## src/rtl/sdram_port_arbiter.sv

```systemverilog
// Round-robin share of one sdram_dualport client port among three requesters; a tag FIFO
// steers read data back to its issuer. Define SDRAM_ARB_AGE_EN to add wait-time aging.
module sdram_port_arbiter #(
   parameter int AW      = 23,
   parameter int DW      = 16,
   parameter int MAX_RD  = 4,
   parameter int AGE_MAX = 63
) (
   input  logic                    clk,
   input  logic                    reset,
   input  logic [2:0]              rq_req,
   input  logic [2:0]              rq_we,
   input  logic [3*AW-1:0]         rq_addr,
   input  logic [3*DW-1:0]         rq_wdata,
   output logic [2:0]              rq_ack,
   output logic [2:0]              rq_valid,
   output logic [DW-1:0]           rq_rdata,
   output logic                    mem_req,
   output logic                    mem_we,
   output logic [AW-1:0]           mem_addr,
   output logic [DW-1:0]           mem_wdata,
   input  logic                    mem_ack,
   input  logic                    mem_valid,
   input  logic [DW-1:0]           mem_rdata,
   output logic [$clog2(MAX_RD):0] rd_pending,
   output logic                    orphan_err
);
   localparam int PW = $clog2(MAX_RD);
   localparam logic [PW:0] CNT_FULL = (PW+1)'(MAX_RD);
   localparam logic [PW:0] CNT_ONE  = (PW+1)'(1);

   typedef enum logic [1:0] {IDLE, ISSUE, DONE} state_t;
   state_t state_q, state_d;

   logic            mem_req_q, mem_req_d, mem_we_q, mem_we_d;
   logic [AW-1:0]   mem_addr_q, mem_addr_d;
   logic [DW-1:0]   mem_wdata_q, mem_wdata_d, rq_rdata_q, rq_rdata_d;
   logic [1:0]      gnt_q, gnt_d, rr_ptr_q, rr_ptr_d;
   logic [2:0]      rq_ack_q, rq_ack_d, rq_valid_q, rq_valid_d;
   logic            orphan_q, orphan_d;
   logic [1:0]      tag_q [MAX_RD];
   logic [1:0]      tag_d [MAX_RD];
   logic [PW-1:0]   wr_ptr_q, wr_ptr_d, rd_ptr_q, rd_ptr_d;
   logic [PW:0]     cnt_q, cnt_d;

   logic [2:0]      eligible;
   logic            fifo_full, found, grant_now, push, pop;
   logic [1:0]      sel, cand;

`ifdef SDRAM_ARB_AGE_EN
   localparam logic [5:0] AGE_LIM = 6'(AGE_MAX);
   logic [5:0] age_q [3];
   logic [5:0] age_d [3];
`endif

   function automatic logic [1:0] wrap3(input logic [2:0] v);
      logic [2:0] r;
      r = (v >= 3'd3) ? v - 3'd3 : v;
      return r[1:0];
   endfunction

   // Writes never touch the tag FIFO, so a full FIFO only holds back reads.
   assign fifo_full = (cnt_q == CNT_FULL);
   assign eligible  = rq_req & (rq_we | {3{~fifo_full}});

   always_comb begin : grant_select
      found = 1'b0;
      sel   = 2'd0;
      cand  = 2'd0;
      for (int k = 1; k <= 3; k++) begin
         cand = wrap3({1'b0, rr_ptr_q} + 3'(k));
         if (!found && eligible[cand]) begin
            found = 1'b1;
            sel   = cand;
         end
      end
`ifdef SDRAM_ARB_AGE_EN
      for (int i = 2; i >= 0; i--) begin
         if (eligible[i] && age_q[i] >= AGE_LIM) begin
            found = 1'b1;
            sel   = 2'(i);
         end
      end
`endif
   end

   always_ff @(posedge clk) begin : state_reg
      if (reset) state_q <= IDLE;
      else       state_q <= state_d;
   end

   always_comb begin : next_state
      state_d = state_q;
      case (state_q)
         IDLE:    if (found) state_d = ISSUE;
         ISSUE:   if (mem_ack) state_d = DONE;
         default: state_d = IDLE;
      endcase
   end

   always_comb begin : fsm_outputs
      mem_req_d   = mem_req_q;
      mem_we_d    = mem_we_q;
      mem_addr_d  = mem_addr_q;
      mem_wdata_d = mem_wdata_q;
      gnt_d       = gnt_q;
      rr_ptr_d    = rr_ptr_q;
      rq_ack_d    = 3'b000;
      grant_now   = 1'b0;
      push        = 1'b0;
      case (state_q)
         IDLE: if (found) begin
            grant_now   = 1'b1;
            mem_req_d   = 1'b1;
            mem_we_d    = rq_we[sel];
            mem_addr_d  = rq_addr[sel*AW +: AW];
            mem_wdata_d = rq_wdata[sel*DW +: DW];
            gnt_d       = sel;
            rr_ptr_d    = sel;
         end
         ISSUE: if (mem_ack) begin
            mem_req_d = 1'b0;
            rq_ack_d  = 3'b001 << gnt_q;
            push      = ~mem_we_q;
         end
         default: ;
      endcase
   end

   // Read return runs regardless of FSM state; data with no tag is dropped and flagged.
   always_comb begin : read_return
      pop        = mem_valid & (cnt_q != '0);
      rq_valid_d = pop ? (3'b001 << tag_q[rd_ptr_q]) : 3'b000;
      rq_rdata_d = pop ? mem_rdata : rq_rdata_q;
      orphan_d   = orphan_q | (mem_valid & (cnt_q == '0));
      tag_d      = tag_q;
      if (push) tag_d[wr_ptr_q] = gnt_q;
      wr_ptr_d   = wr_ptr_q + PW'(push);
      rd_ptr_d   = rd_ptr_q + PW'(pop);
      case ({push, pop})
         2'b10:   cnt_d = cnt_q + CNT_ONE;
         2'b01:   cnt_d = cnt_q - CNT_ONE;
         default: cnt_d = cnt_q;
      endcase
   end

   always_ff @(posedge clk) begin : datapath_reg
      if (reset) begin
         mem_req_q   <= 1'b0;
         mem_we_q    <= 1'b0;
         mem_addr_q  <= '0;
         mem_wdata_q <= '0;
         gnt_q       <= 2'd0;
         rr_ptr_q    <= 2'd0;
         rq_ack_q    <= 3'b000;
         rq_valid_q  <= 3'b000;
         rq_rdata_q  <= '0;
         orphan_q    <= 1'b0;
         wr_ptr_q    <= '0;
         rd_ptr_q    <= '0;
         cnt_q       <= '0;
         for (int i = 0; i < MAX_RD; i++) tag_q[i] <= 2'd0;
      end else begin
         mem_req_q   <= mem_req_d;
         mem_we_q    <= mem_we_d;
         mem_addr_q  <= mem_addr_d;
         mem_wdata_q <= mem_wdata_d;
         gnt_q       <= gnt_d;
         rr_ptr_q    <= rr_ptr_d;
         rq_ack_q    <= rq_ack_d;
         rq_valid_q  <= rq_valid_d;
         rq_rdata_q  <= rq_rdata_d;
         orphan_q    <= orphan_d;
         wr_ptr_q    <= wr_ptr_d;
         rd_ptr_q    <= rd_ptr_d;
         cnt_q       <= cnt_d;
         tag_q       <= tag_d;
      end
   end

`ifdef SDRAM_ARB_AGE_EN
   // A requester ages while it waits, not while its own command is being issued.
   always_comb begin : age_next
      for (int i = 0; i < 3; i++) begin
         age_d[i] = age_q[i];
         if (grant_now && sel == 2'(i))
            age_d[i] = 6'd0;
         else if (rq_req[i] && !(state_q != IDLE && gnt_q == 2'(i)) && age_q[i] != 6'h3f)
            age_d[i] = age_q[i] + 6'd1;
      end
   end

   always_ff @(posedge clk) begin : age_reg
      if (reset) for (int i = 0; i < 3; i++) age_q[i] <= 6'd0;
      else       age_q <= age_d;
   end
`endif

   assign rq_ack     = rq_ack_q;
   assign rq_valid   = rq_valid_q;
   assign rq_rdata   = rq_rdata_q;
   assign mem_req    = mem_req_q;
   assign mem_we     = mem_we_q;
   assign mem_addr   = mem_addr_q;
   assign mem_wdata  = mem_wdata_q;
   assign rd_pending = cnt_q;
   assign orphan_err = orphan_q;

endmodule

```

## config.mk

```make
export PLATFORM = sky130hd
export DESIGN_NAME = sdram_port_arbiter
export DESIGN_NICKNAME = d
export VERILOG_FILES = /design/src/rtl/sdram_port_arbiter.sv
export SDC_FILE = /design/constraint.sdc
export NUM_CORES = 1
export LEC_CHECK = 0
export BUFFER_PORTS_ARGS = -buffer_cell sky130_fd_sc_hd__buf_2
export CAP_MARGIN = 10
export CORE_MARGIN = 8
export CORE_UTILIZATION = 49
export CTS_CLUSTER_DIAMETER = 60
export CTS_CLUSTER_SIZE = 8
export DETAILED_ROUTE_END_ITERATION = 7
export PLACE_DENSITY = 0.88
export SETUP_SLACK_MARGIN = 0.02
export SKIP_LAST_GASP = 1
export SLEW_MARGIN = 20
export SYNTH_ARGS = -nofsm -noshare
export SYNTH_HDL_FRONTEND = slang
export SYNTH_SLANG_ARGS = --single-unit
```

## constraint.sdc

```tcl
create_clock -name clk -period 4.05 [get_ports clk]
set_clock_uncertainty 0.05 [all_clocks]
set_input_delay 0.6075 -clock clk [delete_from_list [all_inputs] [get_ports clk]]
set_output_delay 0.6075 -clock clk [all_outputs]
set_load 0.01 [all_outputs]
```

* After elaboration in Yosys (flattened, before gate mapping) *
Cells that the tools add are included.

word-level totals
  bits in registers = 83
  input port bits = 143
  logic and storage cells = 107

operators by class
  add/sub/neg operators = 10
  $mul = 1
  magnitude comparators = 10
  equal/unequal tests = 6
  shifts and indexed selects = 4
  mux-type cells = 32
  bitwise gates (word level) = 12
  reduce and logical (&&, ||, !) cells = 15

operators by type and width
  kind                 number
  $shiftx 69x8->23     1
  $shiftx 48x7->16     1
  $mux 2               11
  $lt 2x3->1 const B   4
  $mux 1               11
  $ge 3x2->1 const B   3
  $bmux 1 s2           4
  $bwmux 8             1
  $mul 2x5->7 const B  1
  $add 2x2->3 const B  2
  $ge 3x3->1 const B   2
  $not 2->3            2
  $pmux 3 s2           1
  $shl 1x2->3 const A  2
  $sub 2x2->2 const B  3
  $not 1->1            5
  $add 2x1->2          2
  $bmux 2 s2           1
  $demux 2 s2          1
  $eq 2x1->1 const B   2
  $ne 2x2->1 const B   2
  $pmux 2 s2           1
  $reduce_and 2->1     2
  $reduce_bool 2->1    2
  19 further kinds     23

* Depth between registers and ports, before layout *
  depth in word-level cells = 15
  mapped depth = 13

* Least setup slack after synthesis *
Ideal clock, no wire load.

  path kind = reg2reg
  from = register rr_ptr_q[0]
  to = register mem_addr_q[12] (netlist: mem_addr[12])
  library setup time = 0.089 ns
  arrival time = 2.538 ns
  slack = 1.373 ns
  cell stages (with the launch flop) = 12
  buffers on the path = 3
  clock period less this slack = 2.677 ns
  cell sequence = dfxtp_1 buf_2 inv_1 ha_1 buf_2 inv_1 a31oi_1 a32o_2 a311oi_1 clkbuf_1 nor2_1 a311oi_2

on the way
  longest elaborated chain between the ends = 14
  elaborated cells between the ends (all ways) = 31
  classes of those cells = add/sub (6); mul (1); order compare (3); shift (1); mux (15); reduce/logical (5)

RTL lines
  what                                       line  source
  start, declared                            38    logic [1:0] gnt_q, gnt_d, rr_ptr_q, rr_ptr_d;
  start signal, assigned                     169   rr_ptr_q <= rr_ptr_d;
  $add 2x1->3                                71    cand = wrap3({1'b0, rr_ptr_q} + 3'(k));
  $ge 3x2->1 or $sub 2x2->2 (tied branches)  58    r = (v >= 3'd3) ? v - 3'd3 : v;
  $mux 2                                     58
  $bmux 1 s2                                 72    if (!found && eligible[cand]) begin
  $mux 1 (implied by the code)               72
  $mux 1                                     72
  $logic_not 1->1                            72
  $logic_and 1x1->1                          72
  $mux 1                                     72
  $logic_not 1->1                            72
  $logic_and 1x1->1                          72
  $mux 2                                     72
  $mul 2x5->7                                116   mem_addr_d = rq_addr[sel*AW +: AW];
  $shiftx 69x8->23                           116
  end signal, assigned                       166   mem_addr_q <= mem_addr_d;
  end, declared                              36    logic [AW-1:0] mem_addr_q, mem_addr_d;

Several ways; a longest one is shown, not always the timed one. The select of a mux whose other input is x is not followed.
A chain may end at the register's enable or synchronous reset.

* Worst setup path in the final report *
  from = register rr_ptr_q[0]
  to = register mem_wdata_q[15] (netlist: mem_wdata[15])

on the way
  longest elaborated chain between the ends = 13
  elaborated cells between the ends (all ways) = 30
  classes of those cells = add/sub (6); order compare (3); shift (1); mux (15); reduce/logical (5)

RTL lines
  what                                                  line  source
  $add 2x1->3                                           71
  $ge 3x2->1 or $sub 2x2->2 (tied branches)             58
  $mux 2                                                58
  $bmux 1 s2                                            72
  $mux 1 (implied by the code)                          72
  $mux 1                                                72
  $logic_not 1->1                                       72
  $logic_and 1x1->1                                     72
  $mux 1                                                72
  $logic_not 1->1                                       72
  $logic_and 1x1->1                                     72
  $mux 2 or $mux 1 (tied branches)                      72
  $shiftx 48x7->16 or $reduce_and 2->1 (tied branches)  --
  end signal, assigned                                  167   mem_wdata_q <= mem_wdata_d;
  end, declared                                         37    logic [DW-1:0] mem_wdata_q, mem_wdata_d, rq_rdata_q, rq_rdata_d;

Several ways; a longest one is shown, not always the timed one. The select of a mux whose other input is x is not followed.

==> impl_metrics.ini <==
[clocking]
ctsHoldBuffers = 0
cts_buffer_depth = 2
cts_tree = built
postCtsSetupRepairBufs = 0
cts_made_buffers = 9
clock-sinks = 83
cts_root_buf = clkbuf_8
htree_levels = 3
clk_pin_slew_ns = 0.09
ctsResizeCount = 0
clk_latency_ns = 0.35

[yosys]
synth_compound_area_share_pct = 22.4
synthXorXnorAreaFrac_pct = 0.847
synthArstFlopShare_pct = 0
syn-num-nets = 631
synthFlopType = dfxtp_1
ys_ff_latch = 83
synth_area_um2 = 4140
synthTopCellsByArea = dfxtp_1 40%, nand3_1 6.9%, a21oi_1 6.4%
ys_seq_area_share_pct = 40.2
synth_top_family_by_area = compound AO/OA/AOI/OAI gates
synth_top_area_cell = dfxtp_1
synth_enable_flop_cells = 0
syn_inst = 481
synthAdderAreaFrac_pct = 2.30
synth_mux_area_share_pct = 5.69
synth_top_area_share_pct = 40.2
synthSimpleGateAreaFrac_pct = 20.4
syn_area_per_cell_um2 = 8.60
yosysUniqueCellTypes = 49
ys_warn_count = 0

[route]
antenna_left = 0
via_count = 4392
dr.pass1.iters = 5
drcViolationCount = 0
wl_per_cell_um = 16.8
first_iter_violations = 244
wl_um = 13100
vias_per_cell = 5.62

[timing]
holdWs_ns = 0.401
finalHoldViolations = 0
slew_headroom_pct = 41.3
setup_violations = 0
fin_crit_sh_pct = 79.2
slew_violations = 0
grt_setup_unrepaired = false
max_clock_freq_mhz = 312
tns_ns = 0
min_period_ns = 3.21
worst_pin_slew_ns = 0.878

[place]
routabilityCongestion = 0.959
place_area_um2 = 5180
dp.cells = 765
place.port_buffers = 209
hpwl_um = 9950

[final_layout]
nets = 821
stdcell_area_um2 = 5360
area_growth_syn_to_layout_pct = 29.6
drive_above_1_share_pct = 38.2
layout_common_cells = 209 x buf_2, 83 x dfxtp_1, 59 x nand2_1
mostFrequentLayoutCell = buf_2
antenna_cells = 0
fin_cells = 781
final_util_pct = 65.3

[grt]
antenna_found_initial = 0
grt_pass1_wl_um = 20800
overflow = 0
grt_pass1_vias = 4356
track_usage_pct = 21.8
grt_max_degree = 42

[pwr]
power.density_nw_per_um2 = 622
leakage_nw = 2.43
irDropWorstVdd_uv = 289

[worst_setup_path]
crit_type = reg -> reg
ff2ff_path_depth = 9
r2r-start = rr_ptr_q[0]
crit_start = rr_ptr_q[0]
startpoint_type = flip-flop
cp.required_ns = 4.19
crit_arrival_ns = 3.34
path_max_fanout = 21
end_kind = flip-flop

[die]
die_h_um = 108
core_um2 = 8220
initial_utilization_pct = 50.3
die_w_um = 108
ios = 210
row_count = 33
die-area_um2 = 11600

[min_path]
worstHoldPathCells = 3
min_from = rq_wdata[41]
min_path_type = in -> reg

[flow_run]
drv_cap = 0

[run_status]
status = finished, final reports clean
critical path, stage by stage, from the launching register on:
cell      delay [ns]
dfxtp_1         0.57
inv_1           0.20
ha_1            0.47
and2_1          0.19
a221oi_1        0.08
o211ai_1        0.35
o41a_2          0.50
buf_12          0.24
mux2i_1         0.22
o221ai_1        0.13
final timing paths:
kind	endpoint	slack, ns
setup reg to reg	mem_wdata[15]	0.84
hold reg to reg	rq_rdata[15]	0.41
hold / removal	mem_wdata[9]	0.40
setup / recovery	mem_wdata[15]	0.84
stage by stage:
stage               total power, mW  setup slack [ns]
floorplan                      2.31              1.37
global placement               2.72              1.05
detailed placement             2.79             0.894
CTS                            3.36             0.879
global route                   3.58             0.650
finish                         3.33             0.844
state kept, by name (all words and copies together) (netlist names):
name,cells
rq_valid,3
orphan_err,1
rd_pending,3
tag_q,8
rr_ptr_q,2
rq_rdata,16
rd_ptr_q,2
mem_we,1
mem_req,1
state_q,2
rq_ack,3
mem_wdata,16
mem_addr,23
wr_ptr_q,2
per-layer routing:
layer | share of wire (%) | vias up | GRT usage, %
met3 | 11 | 13 | 7.60
met1 | 39 | 2043 | 25.4
met4 | 1.2 | 0 | 6.74
met2 | 49 | 221 | 36.6
met5 | 0 | - | 0
li1 | - | 2115 | -
cells in the mapped netlist, drive strengths merged, types with 2 or more instances:
cell type,n
dfxtp,83
nand2,59
nand3,57
a21oi,53
nor2,40
inv,27
a311oi,24
buf,23
mux2i,19
o221ai,17
clkbuf,16
nor3,8
ha,6
nand2b,4
o211ai,4
nor2b,3
or4b,3
a32oi,2
and2,2
mux4,2
nor4,2
nor4b,2
o2111ai,2
or3,2
xnor2,2
xor2,2
cell type report:
type | count | area, µm²
clock inverter | 7 | 58.8
tap | 105 | 131
fill | 714 | 2850
multi-input combinational | 331 | 2160
inverter | 28 | 105
sequential | 83 | 1660
timing repair buffer | 218 | 1130
clock buffer | 9 | 124
where the power goes:
| part | leakage (nW) | switching [mW] | internal, mW |
|---|---|---|---|
| Sequential | 0.681 | 0.145 | 1.04 |
| Clock | 0.0925 | 0.330 | 0.234 |
| Combinational | 1.66 | 0.949 | 0.638 |
| Total | 2.43 | 1.42 | 1.91 |
cell families after synthesis:
family / count (synthesis)
xor+xnor: 4
mux: 21
flops: 83
simple gates: 184
compound gates: 115
fa+ha+maj: 7
buf+inv: 67
(Power assumes the default switching activity.)
